$ cat config.mk
export PLATFORM = sky130hd
export DESIGN_NAME = uriscv_lsu_seq
export DESIGN_NICKNAME = d
export VERILOG_FILES = /design/src/rtl/uriscv_lsu_seq.sv
export SDC_FILE = /design/constraint.sdc
export NUM_CORES = 1
export LEC_CHECK = 0
export ABC_AREA = 1
export CORE_ASPECT_RATIO = 1.1
export CORE_MARGIN = 1.5
export CORE_UTILIZATION = 30
export DETAILED_ROUTE_END_ITERATION = 8
export DONT_BUFFER_PORTS = 1
export MAX_ROUTING_LAYER = met4
export PLACE_DENSITY = 0.47
export RECOVER_POWER = 25
export SLEW_MARGIN = 40
export SYNTH_ARGS = -nofsm -noshare
export SYNTH_HDL_FRONTEND = slang
export SYNTH_SLANG_ARGS = --single-unit
$ cat constraint.sdc
create_clock -name clk_i -period 18.55 [get_ports clk_i]
set_input_delay 5.565 -clock clk_i [delete_from_list [all_inputs] [get_ports clk_i]]
set_output_delay 5.565 -clock clk_i [all_outputs]
set_load 0.02 [all_outputs]
$ cat src/rtl/uriscv_lsu_seq.sv
// Sequential RV32I load/store unit: one op per handshake, single-outstanding word bus,
// optional split of word-crossing accesses, per-access watchdog.
module uriscv_lsu_seq #(
  parameter int SUPPORT_MISALIGNED = 1,
  parameter int TIMEOUT_CYCLES     = 0
) (
  input  logic        clk_i,
  input  logic        rst_i,
  input  logic        req_valid_i,
  output logic        req_accept_o,
  input  logic [31:0] opcode_i,
  input  logic [31:0] rs1_val_i,
  input  logic [31:0] rs2_val_i,
  output logic        resp_valid_o,
  output logic [31:0] resp_data_o,
  output logic        resp_misaligned_o,
  output logic        resp_error_o,
  output logic [31:0] resp_addr_o,
  output logic        mem_rd_o,
  output logic [3:0]  mem_wr_o,
  output logic [31:0] mem_addr_o,
  output logic [31:0] mem_data_o,
  input  logic        mem_accept_i,
  input  logic        mem_ack_i,
  input  logic        mem_error_i,
  input  logic [31:0] mem_data_i,
  output logic [2:0]  dbg_state_o
);

  // Handshakes: a request is taken when req_valid_i && req_accept_o at a rising edge;
  // a bus request is held stable until mem_accept_i is high at a rising edge; the
  // response arrives as mem_ack_i (with mem_error_i/mem_data_i) on a later edge.

  typedef enum logic [2:0] {
    S_IDLE  = 3'd0,
    S_REQ0  = 3'd1,
    S_WAIT0 = 3'd2,
    S_REQ1  = 3'd3,
    S_WAIT1 = 3'd4
  } state_t;

  localparam bit          WD_EN   = (TIMEOUT_CYCLES != 0);
  localparam logic [15:0] WD_LAST = 16'(TIMEOUT_CYCLES - 1);

  state_t state_q, state_d;

  logic [2:0]  f3;
  logic        is_load_dec, is_store_dec, lsu_dec, mis_dec, trap_dec, take;
  logic [31:0] imm_dec, ea_dec;
  logic [1:0]  off_dec;
  logic [7:0]  mask_dec, strb8_dec;
  logic [63:0] lane_dec;

  logic        load_q, uns_q;
  logic [1:0]  size_q;
  logic [31:0] ea_q, word0_q;
  logic [7:0]  strb_q;
  logic [63:0] lane_q;
  logic [15:0] wd_q;

  logic        done, done_err, wd_expired, need2, in_second;
  logic [31:0] word0_addr, word1_addr, rd_shift, ld_res;
  logic [63:0] rd_lane;
  logic        unused_bits;

  assign unused_bits = ^{opcode_i[1:0], opcode_i[19:15]};

  // Decode and effective-address generation on the live request inputs.
  always_comb begin
    f3           = opcode_i[14:12];
    is_load_dec  = (opcode_i[6:2] == 5'b00000) && (f3 != 3'b011) && (f3 != 3'b110) && (f3 != 3'b111);
    is_store_dec = (opcode_i[6:2] == 5'b01000) && !f3[2] && (f3[1:0] != 2'b11);
    lsu_dec      = is_load_dec || is_store_dec;
    imm_dec      = (opcode_i[6:2] == 5'b01000) ?
                   {{20{opcode_i[31]}}, opcode_i[31:25], opcode_i[11:7]} :
                   {{20{opcode_i[31]}}, opcode_i[31:20]};
    ea_dec       = rs1_val_i + imm_dec;
    off_dec      = ea_dec[1:0];
    case (f3[1:0])
      2'b00:   mask_dec = 8'h01;
      2'b01:   mask_dec = 8'h03;
      default: mask_dec = 8'h0F;
    endcase
    strb8_dec = mask_dec << off_dec;
    mis_dec   = ((f3[1:0] == 2'b01) && off_dec[0]) || ((f3[1:0] == 2'b10) && (off_dec != 2'b00));
    trap_dec  = lsu_dec && mis_dec && (SUPPORT_MISALIGNED == 0);
    lane_dec  = is_store_dec ? (64'(rs2_val_i) << {off_dec, 3'b000}) : 64'd0;
  end

  assign need2      = |strb_q[7:4];
  assign wd_expired = WD_EN && (wd_q == WD_LAST);
  assign word0_addr = {ea_q[31:2], 2'b00};
  assign word1_addr = word0_addr + 32'd4;
  assign in_second  = (state_q == S_REQ1) || (state_q == S_WAIT1);

  always_ff @(posedge clk_i or posedge rst_i) begin
    if (rst_i) state_q <= S_IDLE;
    else       state_q <= state_d;
  end

  always_comb begin
    state_d      = state_q;
    done         = 1'b0;
    done_err     = 1'b0;
    req_accept_o = (state_q == S_IDLE);
    take         = req_valid_i && req_accept_o;
    case (state_q)
      S_IDLE: if (take && lsu_dec && !trap_dec) state_d = S_REQ0;
      S_REQ0: begin
        if (mem_accept_i) state_d = S_WAIT0;
        else if (wd_expired) begin
          state_d = S_IDLE; done = 1'b1; done_err = 1'b1;
        end
      end
      S_WAIT0: begin
        if (mem_ack_i) begin
          if (mem_error_i || !need2) begin
            state_d = S_IDLE; done = 1'b1; done_err = mem_error_i;
          end else begin
            state_d = S_REQ1;
          end
        end else if (wd_expired) begin
          state_d = S_IDLE; done = 1'b1; done_err = 1'b1;
        end
      end
      S_REQ1: begin
        if (mem_accept_i) state_d = S_WAIT1;
        else if (wd_expired) begin
          state_d = S_IDLE; done = 1'b1; done_err = 1'b1;
        end
      end
      S_WAIT1: begin
        if (mem_ack_i) begin
          state_d = S_IDLE; done = 1'b1; done_err = mem_error_i;
        end else if (wd_expired) begin
          state_d = S_IDLE; done = 1'b1; done_err = 1'b1;
        end
      end
      default: state_d = S_IDLE;
    endcase

    mem_rd_o = load_q && ((state_q == S_REQ0) || (state_q == S_REQ1));
    mem_wr_o = 4'h0;
    if (!load_q && (state_q == S_REQ0))      mem_wr_o = strb_q[3:0];
    else if (!load_q && (state_q == S_REQ1)) mem_wr_o = strb_q[7:4];
    mem_addr_o = in_second ? word1_addr : word0_addr;
    mem_data_o = in_second ? lane_q[63:32] : lane_q[31:0];
  end

  // Load realignment: the second ack supplies the upper word of the 64-bit lane.
  always_comb begin
    rd_lane  = (state_q == S_WAIT1) ? {mem_data_i, word0_q} : {32'd0, mem_data_i};
    rd_shift = 32'(rd_lane >> {ea_q[1:0], 3'b000});
    case (size_q)
      2'b00:   ld_res = uns_q ? {24'd0, rd_shift[7:0]}  : {{24{rd_shift[7]}}, rd_shift[7:0]};
      2'b01:   ld_res = uns_q ? {16'd0, rd_shift[15:0]} : {{16{rd_shift[15]}}, rd_shift[15:0]};
      default: ld_res = rd_shift;
    endcase
  end

  always_ff @(posedge clk_i or posedge rst_i) begin
    if (rst_i) begin
      load_q            <= 1'b0;
      uns_q             <= 1'b0;
      size_q            <= 2'b00;
      ea_q              <= 32'd0;
      strb_q            <= 8'd0;
      lane_q            <= 64'd0;
      word0_q           <= 32'd0;
      wd_q              <= 16'd0;
      resp_valid_o      <= 1'b0;
      resp_data_o       <= 32'd0;
      resp_misaligned_o <= 1'b0;
      resp_error_o      <= 1'b0;
      resp_addr_o       <= 32'd0;
    end else begin
      resp_valid_o      <= 1'b0;
      resp_misaligned_o <= 1'b0;
      resp_error_o      <= 1'b0;
      if (take) begin
        load_q <= is_load_dec;
        uns_q  <= f3[2];
        size_q <= f3[1:0];
        ea_q   <= ea_dec;
        strb_q <= strb8_dec;
        lane_q <= lane_dec;
        // Traps and non-LSU ops complete straight from IDLE without a bus op.
        if (!lsu_dec || trap_dec) begin
          resp_valid_o      <= 1'b1;
          resp_misaligned_o <= trap_dec;
          resp_data_o       <= 32'd0;
          resp_addr_o       <= ea_dec;
        end
      end
      if ((state_q == S_WAIT0) && mem_ack_i) word0_q <= mem_data_i;
      if (done) begin
        resp_valid_o <= 1'b1;
        resp_error_o <= done_err;
        resp_addr_o  <= ea_q;
        resp_data_o  <= (load_q && !done_err) ? ld_res : 32'd0;
      end
      if ((state_d != state_q) && ((state_d == S_REQ0) || (state_d == S_REQ1)))
        wd_q <= 16'd0;
      else if (state_q != S_IDLE)
        wd_q <= wd_q + 16'd1;
    end
  end

  assign dbg_state_o = state_q;

endmodule

### After elaboration in Yosys (flattened, before gate mapping)

Index checks and enable logic that the tools add are counted.

| cells by class | value |
|---|---|
| reductions and logical operators | 28 |
| equal/unequal tests | 17 |
| muxes and demuxes | 37 |
| add/sub/neg operators | 2 |
| shift operators | 3 |

Operators with widths:

| cell | number |
|---|---|
| $mux 32 | 11 |
| $mux 64 | 2 |
| $pmux 32 s2 | 1 |
| $shl 32x5->64 | 1 |
| $shr 64x5->32 | 1 |
| $add 32x3->32 const B | 1 |
| $add 32x32->32 | 1 |
| $mux 3 | 5 |
| $pmux 3 s5 | 1 |
| $logic_and 1x1->1 | 12 |
| $mux 1 | 10 |
| $ne 2x2->1 const B | 5 |
| $mux 4 | 2 |
| $pmux 4 s2 | 1 |
| $shl 8x2->8 | 1 |
| $eq 3x2->1 const B | 2 |
| $ne 3x3->1 const B | 2 |
| $eq 5x4->1 const B | 1 |
| $logic_not 5->1 | 1 |
| $mux 5 | 1 |
| $reduce_and 5->1 | 1 |
| $eq 2x1->1 const B | 2 |
| $logic_not 1->1 | 4 |
| $logic_not 2->1 | 2 |
| other kinds (11) | 16 |

| storage, ports and cells | value |
|---|---|
| output and inout port bits | 140 |
| flip-flop bits (word level) | 209 |
| input port bits | 134 |

### Depth between registers and ports, before layout

| logic depth | value |
|---|---|
| depth in word-level cells | 10 |
| mapped depth | 16 |

### Least setup slack after synthesis

OpenSTA, ideal clock, no wires.

| path | value |
|---|---|
| kind | input -> register |
| start | input port opcode_i[6] |
| end | register lane_q[24] |
| library setup time | 143 ps |
| data arrival time | 7855 ps |
| path slack | 10552 ps |
| cell stages on the path | 10 |
| data required time | 18407 ps |
| cell sequence | nor2_1 -> nand3_1 -> mux2_2 -> ha_1 -> fa_1 -> clkbuf_1 -> nor2_2 -> nand2_1 -> clkbuf_1 -> o221ai_1 |

| on the way | value |
|---|---|
| cells in the longest elaborated chain, start to end | 5 |
| elaborated cells on any way between the ends | 7 |
| those cells by class | add/sub (1); eq/ne (1); shift (1); mux (2); reduce/logical (2) |

Ends and longest elaborated chain:

| element | line | source |
|---|---|---|
| start, declared | 11 | `input logic [31:0] opcode_i,` |
| $eq 5x4->1 | 74 | `imm_dec = (opcode_i[6:2] == 5'b01000) ?` |
| $mux 5 | 74 |  |
| $add 32x32->32 | 77 | `ea_dec = rs1_val_i + imm_dec;` |
| named net ea_dec[1] | 49 | `logic [31:0] imm_dec, ea_dec;` |
| $shl 32x5->64 | 87 | `lane_dec = is_store_dec ? (64'(rs2_val_i) << {off_dec, 3'b000}) : 64'd0;` |
| $mux 64 | 87 |  |
| end signal, assigned | 186 | `lane_q <= lane_dec;` |
| end, declared | 58 | `logic [63:0] lane_q;` |

The timed path passes the listed nets, and every way through them passes these cells.
A chain may end at the register's enable or synchronous reset.

==> flow_metrics.env <==
export IMPL_gp_congestion=0.901
export IMPL_critPathMaxFanout=65
export IMPL_worstRegToRegCells=12
export IMPL_max_vdd_ir_drop_uv=58.6
export IMPL_cts_buffers_inserted=17
export IMPL_critPathRequiredTime_ns=18.33
export IMPL_p_per_area_nw_per_um2=131
export IMPL_yosysWarnings=0
export IMPL_cp_cell_sequence="clkinvlp_2 -> clkbuf_1"
export IMPL_syn_area_per_cell_um2=6.62
export IMPL_leakagePower_uw=0.00753
export IMPL_startpoint_type="input pin"
export IMPL_setup_viol=0
export IMPL_stdcell_count=2592
export IMPL_ant_nets=0
export IMPL_synth_area_um2=13600
export IMPL_clk_pin_slew_ns=0.08
export IMPL_wl_um=48600
export IMPL_rows=81
export IMPL_fin_crit_sh_pct=54.7
export IMPL_area_growth_pct=7.66
export IMPL_r2r_end="resp_addr_o[10]$_DFFE_PP0P_"
export IMPL_dp_hpwl_um=36600
export IMPL_port_buffers=0
export IMPL_drv_slew=192
export IMPL_rsz0062_at_grt="false"
export IMPL_cts_path_max_buffers=2
export IMPL_initial_core_util_pct=30.5
export IMPL_worstPathArrival_ns=9.93
export IMPL_die_x_um=206
export IMPL_htreeDepth=4
export IMPL_worstSetupPathDepth=2
export IMPL_worstSetupStartpoint="rst_i"
export IMPL_ctsHoldBuffers=0
export IMPL_hp_start="word0_q[31]$_DFFE_PP0P_"
export IMPL_fillCellCount=5032
export IMPL_worstSkewPairLatency_ns=0.47
export IMPL_crit_type="in -> async"
export IMPL_violations="capacitance limit, slew limit"
export IMPL_clock_sinks=200
export IMPL_grt_pass1_wl_um=73700
export IMPL_synth_ff_latch_count=200
export IMPL_antenna_found_initial=0
export IMPL_worst_pin_slew_ns=3.52
export IMPL_final_nets=2165
export IMPL_drive_above_1_share_pct=3.73
export IMPL_vias=12865
export IMPL_ys_types=43
export IMPL_hold_class="reg -> reg"
export IMPL_die_area_um2=46600
export IMPL_outcome="complete, but fails checks"
export IMPL_post_cts_resized=0
export IMPL_pin_count=274
export IMPL_min_period_ns=10.15
export IMPL_grt_max_degree=79
export IMPL_tns_ns=0
export IMPL_endpoint_kind="async pin"
export IMPL_max_stage_delay_ns=2.59
export IMPL_drtIter0Drc=948
export IMPL_grt_ovfl_total=0
export IMPL_cp_slowest_cell="clkbuf_1"
export IMPL_rrSetupSlack_ns=14.94
export IMPL_routedWlPerCell_um=18.8
export IMPL_crit_family="buffers and inverters"
export IMPL_diodes=0
export IMPL_ys_seq_area_share_pct=36.8
export IMPL_cp_buffers_inverters=2
export IMPL_postLayoutCoreUtil_pct=32.8
export IMPL_core_um2=44600
export IMPL_drc=0
export IMPL_finalHoldViolCount=0
export IMPL_tritoncts="yes"
export IMPL_synth_enable_flop_cells=0
export IMPL_post_cts_buffers=0
export IMPL_cts_root_buf="clkbuf_16"
export IMPL_relSlewSlack_pct=-135
export IMPL_rr_startpoint="dbg_state_o[1]$_DFFE_PP0P_"
export IMPL_synth_cells=2055
export IMPL_synth_ff_type="dfrtp_1"
export IMPL_crit_path_end="resp_addr_o[22]$_DFFE_PP0P_"
export IMPL_grt_pass1_vias=12351
export IMPL_dp_cells=2559
export IMPL_seqCellArea_um2=5010
export IMPL_drtPass1Iterations=6
export IMPL_max_freq_mhz=98.6
export IMPL_fin_skew_ns=0.0129
export IMPL_synthArstFlopShare_pct=100
export IMPL_multi_input_area_um2=7170
export IMPL_die_h_um=226
export IMPL_vias_per_cell=4.96
export IMPL_grt_total_usage_pct=21.6
export IMPL_cap_violations=3
-- layer usage --
metal	vias to the layer above	track usage (%)	part of all wire, %
met1	6023	27.5	45
met5	-	-	0
met3	57	4.64	6.1
li1	6422	-	-
met2	363	34.0	46
met4	0	7.34	2.8
-- logic make-up after synthesis --
group,count (synthesis),synth area share (%)
AOI/OAI and AO/OA,328,13.9
xor gates and xnor gates,36,2.32
adders and majority gates,33,3.09
buffers and inverters,365,10.6
DFF,200,36.8
muxes,5,0.414
other,1,0.0276
and+or+nand+nor,1087,32.9
-- synthesized netlist by cell type (9+ instances only) --
cell	instances	area [um2]
o211ai_1	36	270
inv_1	267	1000
a21oi_1	41	205
clkbuf_1	51	191
nor2_1	94	353
ha_1	32	400
nand2_1	793	2980
o22ai_1	32	200
xor2_1	29	254
o221ai_1	9	78.8
o21ai_0	177	886
dfrtp_1	200	5000
buf_2	24	120
nor3_1	24	120
a31oi_1	16	100
nand3_1	143	716
-- layout by cell type (no fill, tap or decap), types with 3 or more instances in the layout --
cell type,Yosys,final
conb_1,1,3
clkbuf_16,0,17
a31oi_1,16,16
o21ai_1,1,6
o22ai_1,32,32
a21oi_1,41,41
nand4_1,6,6
o221ai_1,9,9
o21ai_0,177,172
mux2_2,5,5
ha_1,32,32
buf_4,7,10
nand3b_1,8,8
nand2_1,793,791
a22o_1,8,8
xnor2_1,7,7
o211ai_1,36,36
inv_1,267,266
nand2_2,1,3
xor2_1,29,29
nor2_4,3,3
nand3_1,143,143
inv_2,4,5
a32o_1,4,4
nor3_1,24,24
inv_8,0,4
nor2_1,94,94
nor3_4,4,4
inv_6,0,3
dfrtp_1,200,198
clkinv_4,0,3
-- registers in the layout, indices dropped and copies added, names as in the netlist --
name and flops:
dbg_state_o 3, ea_q 32, lane_q 56, load_q 1, resp_addr_o 32, resp_data_o 32, resp_error_o 1, resp_valid_o 1
size_q 2, strb_q 7, uns_q 1, word0_q 32
-- where the power goes --
group          internal, uW  leakage (uW)  total, uW  switching [uW]
Clock                   195      0.000292        392             197
Combinational           211       0.00462        769             558
Sequential              552       0.00262        755             203
Total                   959       0.00753       1920             957
-- cell type report --
cell class	instances	share of cell area (%)
Multi-Input combinational cell	1492	49.0
Sequential cell	200	34.2
Inverter	272	6.98
Tap cell	581	4.96
Clock buffer	18	3.00
Clock inverter	14	1.07
Timing Repair Buffer	15	0.820
-- metrics by stage --
step	hold slack [ns]	area (um2)	setup WS (ns)	power [uW]
2_1_floorplan	0.444	13600	7.53	1300
3_3_place_gp	0.464	14000	9.31	1520
3_5_place_dp	0.468	14000	9.25	1530
4_1_cts	0.489	14600	9.57	1930
5_1_grt	0.508	14600	7.27	2060
6_report	0.486	14600	8.40	1920
-- worst min-delay path by stage --
| stage | end | slack, ns | cells after the start |
|---|---|---|---|
| final | word0_q[31]$_DFFE_PP0P_ | 0.49 | 2 |
| after global routing | word0_q[28]$_DFFE_PP0P_ | 0.51 | 2 |
| after CTS | word0_q[31]$_DFFE_PP0P_ | 0.49 | 2 |
| after detailed placement | word0_q[31]$_DFFE_PP0P_ | 0.47 | 2 |
| after global placement | word0_q[17]$_DFFE_PP0P_ | 0.46 | 2 |
| after floorplan | word0_q[23]$_DFFE_PP0P_ | 0.44 | 2 |
Note: power is estimated with default switching activity, not from simulation.
